`src/rtl/reset_seq_pkg.sv`:
```
// Shared encodings for the board reset sequencer: FSM states and reset-cause codes.
package reset_seq_pkg;

   typedef enum logic [1:0] {
      HOLD     = 2'd0,
      RUN      = 2'd1,
      DEB      = 2'd2,
      WAIT_REL = 2'd3
   } state_t;

   localparam logic [1:0] CAUSE_POR = 2'b01;
   localparam logic [1:0] CAUSE_BTN = 2'b10;

endpackage

```
`src/rtl/reset_seq_sync2.sv`:
```
// Two-flop synchronizer; presets to 1 so an idle (released) input reads high out of reset.
module sync2 (
   input  logic clk,
   input  logic n_preset,
   input  logic d,
   output logic q
);

   logic meta;

   always_ff @(posedge clk or negedge n_preset) begin
      if (!n_preset) begin
         meta <= 1'b1;
         q    <= 1'b1;
      end else begin
         meta <= d;
         q    <= meta;
      end
   end

endmodule

```
`src/rtl/reset_seq.sv`:
```
// Board reset sequencer: stretches power-on reset, debounces the reset button on
// press and release, drives n_reset_out from a flop and records what caused the last reset.
module reset_seq
   import reset_seq_pkg::*;
#(
   parameter int HOLD_CYCLES     = 4,
   parameter int DEBOUNCE_CYCLES = 8,
   parameter int CNT_W           = 16
) (
   input  logic       clk_x2,
   input  logic       n_reset_in,
   input  logic       n_btn,
   output logic       n_reset_out,
   output logic       busy,
   output logic [1:0] cause
);

   localparam logic [CNT_W-1:0] HOLD_LAST = CNT_W'(HOLD_CYCLES - 1);
   localparam logic [CNT_W-1:0] DEB_LAST  = CNT_W'(DEBOUNCE_CYCLES - 1);
   localparam logic [CNT_W-1:0] CNT_MAX   = '1;

   state_t           state, state_d;
   logic [CNT_W-1:0] cnt, cnt_d, cnt_inc;
   logic             n_reset_out_d, busy_d;
   logic [1:0]       cause_d;
   logic             btn_s;

   sync2 u_btn_sync (
      .clk      (clk_x2),
      .n_preset (n_reset_in),
      .d        (n_btn),
      .q        (btn_s)
   );

   assign cnt_inc = (cnt == CNT_MAX) ? cnt : cnt + CNT_W'(1);

   always_ff @(posedge clk_x2 or negedge n_reset_in) begin
      if (!n_reset_in) begin
         state       <= HOLD;
         cnt         <= '0;
         n_reset_out <= 1'b0;
         busy        <= 1'b1;
         cause       <= CAUSE_POR;
      end else begin
         state       <= state_d;
         cnt         <= cnt_d;
         n_reset_out <= n_reset_out_d;
         busy        <= busy_d;
         cause       <= cause_d;
      end
   end

   // In DEB and WAIT_REL, cnt holds the number of qualifying samples already seen,
   // so the current sample is the DEBOUNCE_CYCLES-th when cnt reaches DEB_LAST.
   always_comb begin
      state_d       = state;
      cnt_d         = cnt;
      n_reset_out_d = n_reset_out;
      cause_d       = cause;
      case (state)
         HOLD: begin
            if (cnt == HOLD_LAST) begin
               state_d       = RUN;
               cnt_d         = '0;
               n_reset_out_d = 1'b1;
            end else begin
               cnt_d = cnt_inc;
            end
         end
         RUN: begin
            if (!btn_s) begin
               if (DEBOUNCE_CYCLES == 1) begin
                  state_d       = WAIT_REL;
                  cnt_d         = '0;
                  n_reset_out_d = 1'b0;
                  cause_d       = CAUSE_BTN;
               end else begin
                  state_d = DEB;
                  cnt_d   = CNT_W'(1);
               end
            end
         end
         DEB: begin
            if (btn_s) begin
               state_d = RUN;
               cnt_d   = '0;
            end else if (cnt == DEB_LAST) begin
               state_d       = WAIT_REL;
               cnt_d         = '0;
               n_reset_out_d = 1'b0;
               cause_d       = CAUSE_BTN;
            end else begin
               cnt_d = cnt_inc;
            end
         end
         WAIT_REL: begin
            if (!btn_s) begin
               cnt_d = '0;
            end else if (cnt == DEB_LAST) begin
               state_d = HOLD;
               cnt_d   = '0;
            end else begin
               cnt_d = cnt_inc;
            end
         end
      endcase
      busy_d = (state_d != RUN);
   end

endmodule

```
`config.mk`:
```
export PLATFORM = sky130hd
export DESIGN_NAME = reset_seq
export DESIGN_NICKNAME = d
export VERILOG_FILES = /design/src/rtl/reset_seq_pkg.sv /design/src/rtl/reset_seq_sync2.sv /design/src/rtl/reset_seq.sv
export SDC_FILE = /design/constraint.sdc
export NUM_CORES = 1
export LEC_CHECK = 0
export BUFFER_PORTS_ARGS = -buffer_cell sky130_fd_sc_hd__buf_4
export CAP_MARGIN = 20
export CORE_MARGIN = 5
export CORE_UTILIZATION = 25
export DETAILED_ROUTE_END_ITERATION = 7
export GPL_ROUTABILITY_DRIVEN = 0
export PLACE_DENSITY = 0.48
export SYNTH_ARGS = -nofsm -noshare
export SYNTH_HDL_FRONTEND = slang
export SYNTH_SLANG_ARGS = --single-unit
```
`constraint.sdc`:
```
create_clock -name clk_x2 -period 2.1 [get_ports clk_x2]
set_input_delay 0.63 -clock clk_x2 [delete_from_list [all_inputs] [get_ports clk_x2]]
set_output_delay 0.63 -clock clk_x2 [all_outputs]
set_load 0.01 [all_outputs]
```
==> impl_results.md <==
- Outcome: complete, no violations
- Mean Syn Cell Area: around 9.4 um^2
- Filler cell count: approximately 570
- Die Y: about 84 um
- Layout cells sized above 1: 21.3%
- Dpl ws: 32.1 ps
- Max Buffers Root-to-Sink: 2
- Worst Slack Setup Final: 127 ps
- Via density: 5.11
- TNS Setup: 0 ps
- Drt pass-1 iters: 4
- Synth Cell Area: roughly 0.0014 mm^2
- Clock slew at the register clock pins of the worst setup and hold paths: roughly 80 ps
- FF+latch count, synth: 24
- Area Growth Syn to Fin: 19.3%
- WL per Instance: between 10 and 15 um
- Final Non-Filler Cells: roughly 240
- Fmax: slightly above 500 MHz
- Routed vias: about 1,200
- Clk_skew: 3.52 ps
- Antenna violations before repair: 0
- Fin. max-slew vios: 0
- Register Area: 606 um^2
- Vias in the first global route: approximately 1,200
- Clk_lat worst skew: between 200 and 300 ps
- Clock net sink count: 24
- Clk pwr share: 18.7%
- Tot GR Track Use: 9.43%
- Largest net degree at the start of global routing: 25
- IO Pins: 7
- Worst slew pin tran: approximately 480 ps
- Synthesized net count: 150
- Sequential share of power: roughly 40%
- Fin util: a little under a third
- Crit Path Max Fanout: 8
- Ant diodes: 0
- Final wirelength: roughly 3300 um
- Tmin final: approximately 2000 ps
- Startpoint Class: register
- Synth cell types: 46
- H-tree depth: 1
- Global-route wire length before repair: 5560 um
- Final HPWL DP: between 2000 and 2500 um
- Die footprint: just over 0.007 mm^2
- Peak VDD IR: 0.000364 V
- WP data arrival: between 2000 and 2500 ps
- Mapped Cells: roughly 150
- Pleak: 0.000695 uW
- TritonCTS clock tree: done
- Pwr Density: a little under 900 mW/mm^2
- CP Class: reg2reg
- Core ar.: about 0.0054 mm^2
- Total CTS buffers: 3
- Pint: 930 uW
- Max-cap violation count: 0
- CP required: around 2300 ps
- Psw: roughly 510 uW
- Final setup vio count: 0
- Ys Warns: 0
- Multi-input logic area: about 730 um^2
- DP Cell Count: approximately 230
- Final count of hold timing violations: 0
- Row count: 27
- Sequential cell area fraction in the yosys report: 44.0%
- Chip Width: about 84 um
- Tot Pwr: between 1000 and 1500 uW
- Starting Density: roughly a quarter
- Switching Share: 35.4%
- Hold_buf cts: 0
- Crit end category: register
- DRC: 0
- Root Buffer: clkbuf_8
- Antenna-violating nets left: 0
- Gr ovfl total: 0
- HP Class: in2async
- Slew headroom: 67.6%
- Layout Nets: 170
- Gate power share: about 40%
- Number of port buffers: 6
- DRT iter0 DRCs: 65
- Final period util: a little over nine tenths
[power by group through the flow]
stage / Combinational [uW] / Sequential [uW] / Clock, uW
floorplan: 351 / 588 / 0
global placement: 489 / 598 / 0
detailed placement: 491 / 601 / 0
CTS: 491 / 593 / 286
global route: 638 / 598 / 302
finish: 581 / 591 / 269
[cell usage in the layout (no fill, tap or decap), types with 3 or more instances in the layout]
cell type,synthesis,routed
buf_4,0,21
dfrtp_1,20,20
nor2_1,19,19
a21oi_1,11,11
nand2_1,7,7
nand3_1,6,6
nor4_1,5,5
xnor2_1,5,5
inv_1,4,4
nor3_1,4,4
dfstp_2,4,4
o21ai_0,3,3
nor2b_1,3,3
a21boi_0,3,3
a31oi_1,3,3
o22a_1,3,3
xor2_1,3,3
a211oi_1,3,3
clkbuf_8,0,3
[metrics by stage]
step / hold slack, ps / cell area [um^2]
floorplan: 334 / 1380
global placement: 349 / 1550
detailed placement: 350 / 1550
CTS: 259 / 1590
global route: 274 / 1640
finish: 256 / 1640
[final timing paths]
kind                                  from            to  slack (ps)  cells after the start
setup / recovery                    cnt[1]       cnt[14]         130                      6
hold / removal                  n_reset_in        cnt[9]         260                      1
setup reg to reg                    cnt[1]       cnt[14]         130                      6
hold reg to reg            u_btn_sync.meta  u_btn_sync.q         360                      0
max in group asynchronous       n_reset_in          busy        1550                      1
min in group clk_x2        u_btn_sync.meta  u_btn_sync.q         360                      0
[synthesized netlist by cell type, drive strengths merged]
master   count  share of area (%)
dfrtp       20                 36
nor2        19                5.2
a21oi       11                4.0
nand2        7                1.9
nand3        6                2.2
nor4         6                3.2
nor3         5                2.6
xnor2        5                3.2
dfstp        4                7.6
inv          4                1.1
o21ai        4                1.5
a211oi       3                1.6
a21boi       3                1.6
a31oi        3                1.4
buf          3                1.1
clkbuf       3               0.82
nand4        3                1.8
nor2b        3                1.4
o22a         3                1.9
xor2         3                1.9
a21o         2                1.1
and3         2               0.91
nand2b       2               0.91
nand3b       2                1.1
o2111ai      2                1.3
o31ai        2                2.1
o32ai        2                1.3
a2bb2oi      1               0.64
a41o         1               0.73
a41oi        1               0.64
and2         1               0.45
and3b        1               0.64
and4         1               0.64
ha           1               0.91
mux2i        1               0.73
nor4b        1                1.1
o211ai       1               0.55
o22ai        1               0.45
o2bb2ai      1               0.64
or2          1               0.45
or3          1               0.45
[what timing repair did]
item / 4_1_cts / 5_1_grt
buffers inserted: 0 / 7
gates resized for setup: 0 / 1
pin swaps: 1 / 2
setup endpoints to repair: 1 / 5
[state kept, by name (all words and copies together), names as in the netlist]
signal,flops
busy,1
cause,2
cnt,16
n_reset_out,1
state,2
u_btn_sync.meta,1
u_btn_sync.q,1
[kinds of logic (layout without fill, tap and decap cells)]
family | after synthesis | in the layout | share of synthesized area [%]
simple gates | 61 | 61 | 24.9
mux | 1 | 1 | 0.727
flops | 24 | 24 | 44.0
fa+ha+maj | 1 | 1 | 0.909
buf+inv | 10 | 28 | 3.00
compound gates | 41 | 41 | 21.4
xor+xnor | 8 | 8 | 5.09
[worst max-delay path, cell delays in order (launching register included)]
cell     delay, ps
dfrtp_1        400
ha_2           240
nor4b_2        240
nand4_2        220
o31ai_4        440
a31oi_1        100
o22a_1         230
[final cells by class]
class | instances | area share [%]
clock buffer | 3 | 2.52
inverter | 4 | 0.915
multi-input combinational | 112 | 44.6
sequential | 24 | 36.9
tap | 72 | 5.49
timing repair buffer | 21 | 9.60
[per-layer routing]
layer / track usage (%) / vias up / part of all wire, %
li1: - / 583 / -
met5: 0 / - / 0
met2: 15.3 / 21 / 48
met4: 2.92 / 0 / 1.2
met1: 12.8 / 596 / 48
met3: 1.67 / 7 / 2.9
Power figures use the tool's default switching activity.
